### src/rtl/keccak_pkg.sv
// Shared definitions for the Keccak command path: instruction codes, the
// cmd0 field layout and the sequencer state encoding.
package keccak_pkg;

  localparam int CMD_W   = 32;
  localparam int INS_W   = 5;
  localparam int INS_LSB = 0;
  localparam int OP_W    = 9;

  typedef enum logic [INS_W-1:0] {
    INS_CLR        = 5'd0,
    INS_SHA3_256   = 5'd1,
    INS_SHA3_512   = 5'd2,
    INS_SHAKE      = 5'd3,
    INS_SHAKE_IRST = 5'd4,
    INS_SHAKE_NEXT = 5'd5,
    INS_NOP        = 5'd31
  } ins_e;

  typedef struct packed {
    logic [OP_W-1:0]  op3;
    logic [OP_W-1:0]  op2;
    logic [OP_W-1:0]  op1;
    logic [INS_W-1:0] ins;
  } cmd0_t;

  typedef enum logic [3:0] {
    ST_INIT,
    ST_IDLE,
    ST_LOAD0,
    ST_LOAD1,
    ST_CLR,
    ST_START,
    ST_WAIT,
    ST_PARK,
    ST_RETIRE
  } seq_state_e;

  function automatic logic [INS_W-1:0] cmd0_ins(input logic [CMD_W-1:0] cmd0);
    return cmd0[INS_LSB +: INS_W];
  endfunction

endpackage

### src/rtl/cmd_pair_fifo.sv
// Synchronous queue of {cmd0,cmd1} pairs; pushes while full and pops while
// empty are ignored.
module cmd_pair_fifo
  import keccak_pkg::*;
#(
  parameter int DEPTH = 4,
  parameter int W     = 2*CMD_W
) (
  input  logic                   clk,
  input  logic                   rst_n,
  input  logic                   push_i,
  input  logic                   pop_i,
  input  logic [W-1:0]           wr_data_i,
  output logic [W-1:0]           rd_data_o,
  output logic [$clog2(DEPTH):0] count_o,
  output logic                   full_o,
  output logic                   empty_o
);

  localparam int PTR_W = $clog2(DEPTH);
  localparam logic [PTR_W:0] FULL_CNT = DEPTH[PTR_W:0];

  logic [W-1:0]     mem_q [DEPTH];
  logic [PTR_W-1:0] wr_ptr_q, rd_ptr_q;
  logic [PTR_W:0]   count_q;
  logic             do_push, do_pop;

  assign full_o  = (count_q == FULL_CNT);
  assign empty_o = (count_q == '0);
  assign do_push = push_i && !full_o;
  assign do_pop  = pop_i && !empty_o;

  always_ff @(posedge clk or negedge rst_n) begin
    if (!rst_n) begin
      wr_ptr_q <= '0;
      rd_ptr_q <= '0;
      count_q  <= '0;
    end else begin
      if (do_push) wr_ptr_q <= wr_ptr_q + PTR_W'(1);
      if (do_pop)  rd_ptr_q <= rd_ptr_q + PTR_W'(1);
      case ({do_push, do_pop})
        2'b10:   count_q <= count_q + (PTR_W+1)'(1);
        2'b01:   count_q <= count_q - (PTR_W+1)'(1);
        default: count_q <= count_q;
      endcase
    end
  end

  // Storage is not reset; only entries below count are ever read.
  always_ff @(posedge clk) begin
    if (do_push) mem_q[wr_ptr_q] <= wr_data_i;
  end

  assign rd_data_o = mem_q[rd_ptr_q];
  assign count_o   = count_q;

endmodule

### src/rtl/keccak_cmd_sequencer.sv
// Issues queued {cmd0,cmd1} pairs to the Keccak wrapper command registers and
// parks the wrapper on a NOP once each job reports done.
//
// state  | meaning
// INIT   | write NOP into reg0 once after reset
// IDLE   | wait for a queued pair
// LOAD0  | write head.cmd0 to reg0
// LOAD1  | write head.cmd1 to reg1
// CLR    | hold a clear for CLEAR_CYCLES, no start pulse
// START  | pulse command_enable, restart watchdog
// WAIT   | wait for a fresh done (low seen, then high) or a timeout
// PARK   | write NOP into reg0 to hand BRAM back
// RETIRE | pop the head, pulse op_done
module keccak_cmd_sequencer
  import keccak_pkg::*;
#(
  parameter int               FIFO_DEPTH   = 4,
  parameter int               CLEAR_CYCLES = 2,
  parameter int               TIMEOUT_W    = 16,
  parameter logic [INS_W-1:0] NOP_INS      = INS_NOP
) (
  input  logic        clk,
  input  logic        rst_n,
  input  logic        cmd_valid,
  output logic        cmd_ready,
  input  logic [31:0] cmd0_in,
  input  logic [31:0] cmd1_in,
  output logic [31:0] command_in,
  output logic        command_we0,
  output logic        command_we1,
  output logic        command_enable,
  input  logic        done_shake,
  output logic        busy,
  output logic        op_done,
  output logic        err,
  input  logic        err_clr
);

  localparam int CNT_W = $clog2(FIFO_DEPTH) + 1;
  localparam int CLR_W = $clog2(CLEAR_CYCLES + 1);
  localparam logic [CNT_W-1:0]     FULL_CNT = FIFO_DEPTH[CNT_W-1:0];
  localparam logic [CLR_W-1:0]     CLR_LOAD = CLR_W'(CLEAR_CYCLES - 1);
  localparam logic [TIMEOUT_W-1:0] WD_LAST  = {{(TIMEOUT_W-1){1'b1}}, 1'b0};
  localparam logic [CMD_W-1:0]     NOP_WORD = {{(CMD_W-INS_W){1'b0}}, NOP_INS};

  seq_state_e           state_q, state_d;
  logic [CMD_W-1:0]     command_in_q, command_in_d;
  logic                 we0_q, we0_d, we1_q, we1_d, en_q, en_d;
  logic                 op_done_q, op_done_d, err_q, err_d;
  logic                 busy_q, busy_d, cmd_ready_q, cmd_ready_d;
  logic                 done_q, arm_q, arm_d, timeout;
  logic [TIMEOUT_W-1:0] wd_q, wd_d;
  logic [CLR_W-1:0]     clr_q, clr_d;

  logic [2*CMD_W-1:0]   fifo_rdata;
  logic [CNT_W-1:0]     fifo_count, count_nxt;
  logic                 fifo_full, fifo_empty, push_acc, pop;
  logic [CMD_W-1:0]     head_cmd0, head_cmd1;

  assign push_acc  = cmd_valid && cmd_ready_q && !fifo_full;
  assign pop       = (state_q == ST_RETIRE) && !fifo_empty;
  assign head_cmd0 = fifo_rdata[2*CMD_W-1:CMD_W];
  assign head_cmd1 = fifo_rdata[CMD_W-1:0];
  assign count_nxt = fifo_count + CNT_W'(push_acc) - CNT_W'(pop);

  cmd_pair_fifo #(
    .DEPTH (FIFO_DEPTH),
    .W     (2*CMD_W)
  ) u_fifo (
    .clk       (clk),
    .rst_n     (rst_n),
    .push_i    (push_acc),
    .pop_i     (pop),
    .wr_data_i ({cmd0_in, cmd1_in}),
    .rd_data_o (fifo_rdata),
    .count_o   (fifo_count),
    .full_o    (fifo_full),
    .empty_o   (fifo_empty)
  );

  always_comb begin
    state_d      = state_q;
    command_in_d = command_in_q;
    we0_d        = 1'b0;
    we1_d        = 1'b0;
    en_d         = 1'b0;
    op_done_d    = 1'b0;
    arm_d        = arm_q;
    wd_d         = wd_q;
    clr_d        = clr_q;
    timeout      = 1'b0;
    case (state_q)
      ST_INIT: begin
        command_in_d = NOP_WORD;
        we0_d        = 1'b1;
        state_d      = ST_IDLE;
      end
      ST_IDLE:  if (!fifo_empty) state_d = ST_LOAD0;
      ST_LOAD0: begin
        command_in_d = head_cmd0;
        we0_d        = 1'b1;
        state_d      = ST_LOAD1;
      end
      ST_LOAD1: begin
        command_in_d = head_cmd1;
        we1_d        = 1'b1;
        if (cmd0_ins(head_cmd0) == INS_CLR) begin
          clr_d   = CLR_LOAD;
          state_d = ST_CLR;
        end else begin
          state_d = ST_START;
        end
      end
      // A clear must stay latched in reg0, so it retires without PARK.
      ST_CLR: begin
        if (clr_q == '0) state_d = ST_RETIRE;
        else             clr_d   = clr_q - CLR_W'(1);
      end
      ST_START: begin
        en_d    = 1'b1;
        wd_d    = '0;
        arm_d   = 1'b0;
        state_d = ST_WAIT;
      end
      // Done is only trusted after it has been seen low in this job.
      ST_WAIT: begin
        wd_d = wd_q + TIMEOUT_W'(1);
        if (!done_q) arm_d = 1'b1;
        if (done_q && arm_q) begin
          state_d = ST_PARK;
        end else if (wd_q == WD_LAST) begin
          timeout = 1'b1;
          state_d = ST_PARK;
        end
      end
      ST_PARK: begin
        command_in_d = NOP_WORD;
        we0_d        = 1'b1;
        state_d      = ST_RETIRE;
      end
      ST_RETIRE: begin
        op_done_d = 1'b1;
        state_d   = ST_IDLE;
      end
      default: state_d = ST_INIT;
    endcase
  end

  assign err_d       = timeout ? 1'b1 : (err_clr ? 1'b0 : err_q);
  assign busy_d      = (state_d != ST_IDLE && state_d != ST_INIT) || (count_nxt != '0);
  assign cmd_ready_d = (count_nxt != FULL_CNT) && (state_d != ST_INIT);

  always_ff @(posedge clk or negedge rst_n) begin
    if (!rst_n) begin
      state_q      <= ST_INIT;
      command_in_q <= '0;
      we0_q        <= 1'b0;
      we1_q        <= 1'b0;
      en_q         <= 1'b0;
      op_done_q    <= 1'b0;
      err_q        <= 1'b0;
      busy_q       <= 1'b0;
      cmd_ready_q  <= 1'b0;
      done_q       <= 1'b0;
      arm_q        <= 1'b0;
      wd_q         <= '0;
      clr_q        <= '0;
    end else begin
      state_q      <= state_d;
      command_in_q <= command_in_d;
      we0_q        <= we0_d;
      we1_q        <= we1_d;
      en_q         <= en_d;
      op_done_q    <= op_done_d;
      err_q        <= err_d;
      busy_q       <= busy_d;
      cmd_ready_q  <= cmd_ready_d;
      done_q       <= done_shake;
      arm_q        <= arm_d;
      wd_q         <= wd_d;
      clr_q        <= clr_d;
    end
  end

  assign command_in     = command_in_q;
  assign command_we0    = we0_q;
  assign command_we1    = we1_q;
  assign command_enable = en_q;
  assign op_done        = op_done_q;
  assign err            = err_q;
  assign busy           = busy_q;
  assign cmd_ready      = cmd_ready_q;

endmodule

### config.mk
export PLATFORM = sky130hd
export DESIGN_NAME = keccak_cmd_sequencer
export DESIGN_NICKNAME = d
export VERILOG_FILES = /design/src/rtl/keccak_pkg.sv /design/src/rtl/cmd_pair_fifo.sv /design/src/rtl/keccak_cmd_sequencer.sv
export SDC_FILE = /design/constraint.sdc
export NUM_CORES = 1
export LEC_CHECK = 0
export CAP_MARGIN = 20
export CORE_MARGIN = 2
export CORE_UTILIZATION = 52
export DETAILED_ROUTE_END_ITERATION = 6
export GPL_TIMING_DRIVEN = 0
export PLACE_DENSITY = 0.76
export SYNTH_ARGS = -nofsm -noshare
export SYNTH_HDL_FRONTEND = slang
export SYNTH_SLANG_ARGS = --single-unit
### constraint.sdc
create_clock -name clk -period 3 [get_ports clk]
set_input_delay 0.6 -clock clk [delete_from_list [all_inputs] [get_ports clk]]
set_output_delay 0.6 -clock clk [all_outputs]
set_load 0.02 [all_outputs]
==> out/qor.txt <==
Power Dens Cells: 958 nW/um^2
Final Hold Viols: 0
Max-slew headroom: 47.3%
Non-Filler Instances: 1170
die area: 25500 sq um
WL final: 26100 microns
DR iter-0 viols: 674
Detail Placement HPWL: 16400 microns
critical path capture point type: flip-flop
max cap viols: 0
initial antenna violation count: 1
EDFF count, synth: 256
Hold Path Sink: wd_q[12]
actual slew at the worst max-slew pin: 0.790 ns
CTS buffer count: 31
Clock Skews: 0.00894 ns
drt drc: 0
share of the synthesized area in the top cell type: 61.0%
Worst Hold Depth: 1
combinational share of power: 30.9%
outcome: completed
Vias/cell: 5.94
GPL Wtd Cong: 0.777
CP startpoint kind: flip-flop
# rows: 56
Top-Level Pins: 108
CTS Sinks: 326
Min Clock Period, post-route: 2.89 ns
Post-Syn Nets: 759
Worst Setup Path Type: flip-flop to flip-flop
final worst slack: 0.106 ns
slowest CP cell: or4b_4
Seq cells post-synth: 326
register area share after synthesis: 74.9%
Net Sw Frac: 31.1%
Req. time, crit path: 3.43 ns
most area-hungry cell type in the Yosys netlist: edfxtp_1
Fillers: 1620
register share of total power: 43.2%
CP peak stage delay: 0.47 ns
reg2reg setup slack: 0.11 ns
drt wl/cell: 22.3 microns
HP Start: wd_q[12]
proportion of layout cells with a drive suffix above 1: 17.4%
Async SR Flop Fraction: 21.5%
Critical Path Fanout Max: 4
vias in the first global route: 7448
Ant. Diodes: 0
grt total ovfl: 0
final count of negative-setup-slack endpoints: 0
Arr. time, crit path: 3.32 ns
max-slew violation count: 0
1st-pass router iterations: 5
core area: 23600 sq um
Switching Power: 4.55 mW
insertion delay of the later-clocked pin in the worst-skew pair: 0.56 ns
Die W: 160 microns
RSZ-0062 raised after global routing: false
Initial Utilization: 53.4%
library cells used by synthesis: 45
main flop type after synthesis: edfxtp_1
number of nets in the layout: 907
first-pass GRT wire length: 40700 microns
cell mode on critical path: ha_1
final period utilization: 96.5%
worst-case vdd ir drop: 569 uV
r2r worst-path depth: 10
port buffer count: 107
most frequent cells in the layout: edfxtp_1 (256), clkdlybuf4s50_1 (106), dfrtp_1 (68)
Static Leak: 5.38 nW
gr usage total: 20.6%
Synth area leaders: edfxtp_1 (61%), dfrtp_1 (14%), mux4_2 (11%)
internal power: 10.1 mW
Critical R2R Launch: u_fifo.count_o[1]
Vias: 6952
Syn Area/Cell: 18.6 sq um
Cells after Synth: 678
Clock power frac: 25.8%
CTS tree: built
Placed Cells: 1109
H-tree levels: 1
synth warn: 0
worst reg2reg path endpoint: busy
Clock Path Buffers: 3
clock-pin slew on the worst setup and hold paths: 0.06 ns
Layout area overhead: 21.2%
pin count of the biggest net entering global routing: 50
height of the chip: 160 microns
mapped cell area: 12600 sq um
Post-Place Worst Slack: -0.465 ns
Hold/Removal Path Class: flip-flop to flip-flop
most common cell after layout, fill and taps aside: edfxtp_1
Final ANT Viol Nets: 0
CP cell instances: or3_4 -> and3_1 -> ha_1 -> inv_1 -> ha_1 -> fa_2 -> xnor2_2 -> xnor2_1 -> nor3_1 -> or4b_4
fmax: 346 MHz
Critical Path Start: u_fifo.count_o[1]
CTS root buffer: clkbuf_16
==> power by group through the flow <==
stage / Combinational, mW / Sequential [mW] / Clock (mW)
final: 4.53 / 6.32 / 3.78
after global routing: 4.90 / 6.40 / 4.02
after CTS: 4.54 / 6.31 / 3.83
after detailed placement: 4.43 / 6.39 / 0
after global placement: 4.20 / 6.35 / 0
after floorplan: 2.65 / 6.50 / 0
==> per-stage QoR <==
step	setup TNS (ns)	hold slack [ns]	cell area (sq um)	utilization, %	power [mW]
5_1_grt	0	0.476	15300	64.7	15.3
3_5_place_dp	-2.46	0.476	14200	60.1	10.8
6_report	0	0.481	15300	64.7	14.6
2_1_floorplan	0	0.304	12600	-	9.15
3_3_place_gp	-246.16	0.461	14100	59.6	10.6
4_1_cts	0	0.479	15200	64.6	14.7
==> routing by layer <==
layer | share of wire (%) | global-route usage [%]
met1 | 39 | 26.3
met2 | 52 | 36.4
met3 | 6.8 | 4.00
met4 | 2.2 | 5.62
met5 | 0.050 | 0
==> logic make-up after synthesis <==
kind of cell	share of synthesized area, %
simple gates	5.56
flops	74.9
mux	12.5
buf+inv	1.56
xor+xnor	0.556
fa+ha+maj	1.31
compound gates	3.55
==> cell usage after synthesis, types with 5 or more instances <==
cell type,count
clkbuf_1,25
mux4_2,62
ha_1,10
a22oi_1,27
nor3_1,7
a31oi_1,5
o21ai_0,12
and3_1,6
edfxtp_1,256
nand3_1,34
buf_2,7
xnor2_1,5
nand4_1,7
a21oi_1,8
nor2_1,11
mux2i_1,12
inv_1,14
nand2_1,51
dfrtp_1,70
and2_1,5
==> layout make-up <==
type | count | area, sq um | share of cell area (%)
inverters | 15 | 56.3 | 0.369
multi-input cells | 304 | 3010 | 19.7
clock buffers | 42 | 847 | 5.55
plain buffers | 31 | 141 | 0.926
clock inverters | 16 | 149 | 0.975
well taps | 319 | 399 | 2.61
flip-flops and latches | 326 | 9440 | 61.8
repair buffers | 117 | 1220 | 8.02
==> worst max path at each step <==
stage	end	depth (start not counted)
finish	busy	10
global route	busy	10
CTS	busy	10
detailed placement	busy	7
global placement	command_in[23]	1
floorplan	busy	11
==> sequential cells by signal (all words and copies together), names as in the netlist <==
register / count
arm_q: 1
busy: 1
clr_q: 2
cmd_ready: 1
command_enable: 1
command_in: 32
command_we0: 1
command_we1: 1
done_q: 1
err: 1
op_done: 1
state_q: 4
u_fifo.count_o: 3
u_fifo.mem_q: 256
u_fifo.rd_ptr_q: 2
u_fifo.wr_ptr_q: 2
wd_q: 16
==> critical path, delay by kind of cell (launching register included) <==
family	cells	cell delay, ns
xor gates and xnor gates	2	0.29
DFF	1	0.38
buffers and inverters	1	0.04
adders and majority gates	3	0.84
and+or+nand+nor	4	1.22
==> timing repair <==
| item | CTS | global route |
|---|---|---|
| gates resized for setup | 10 | 5 |
| hold buffers | 1 | 0 |
| setup buffers | 4 | 0 |
| pin swaps | 3 | 2 |
| endpoints found under the hold margin | 1 | 0 |
| cloned | 0 | 0 |
| setup endpoints to repair | 1 | 1 |
No activity file was read; power rests on OpenSTA's default activity.
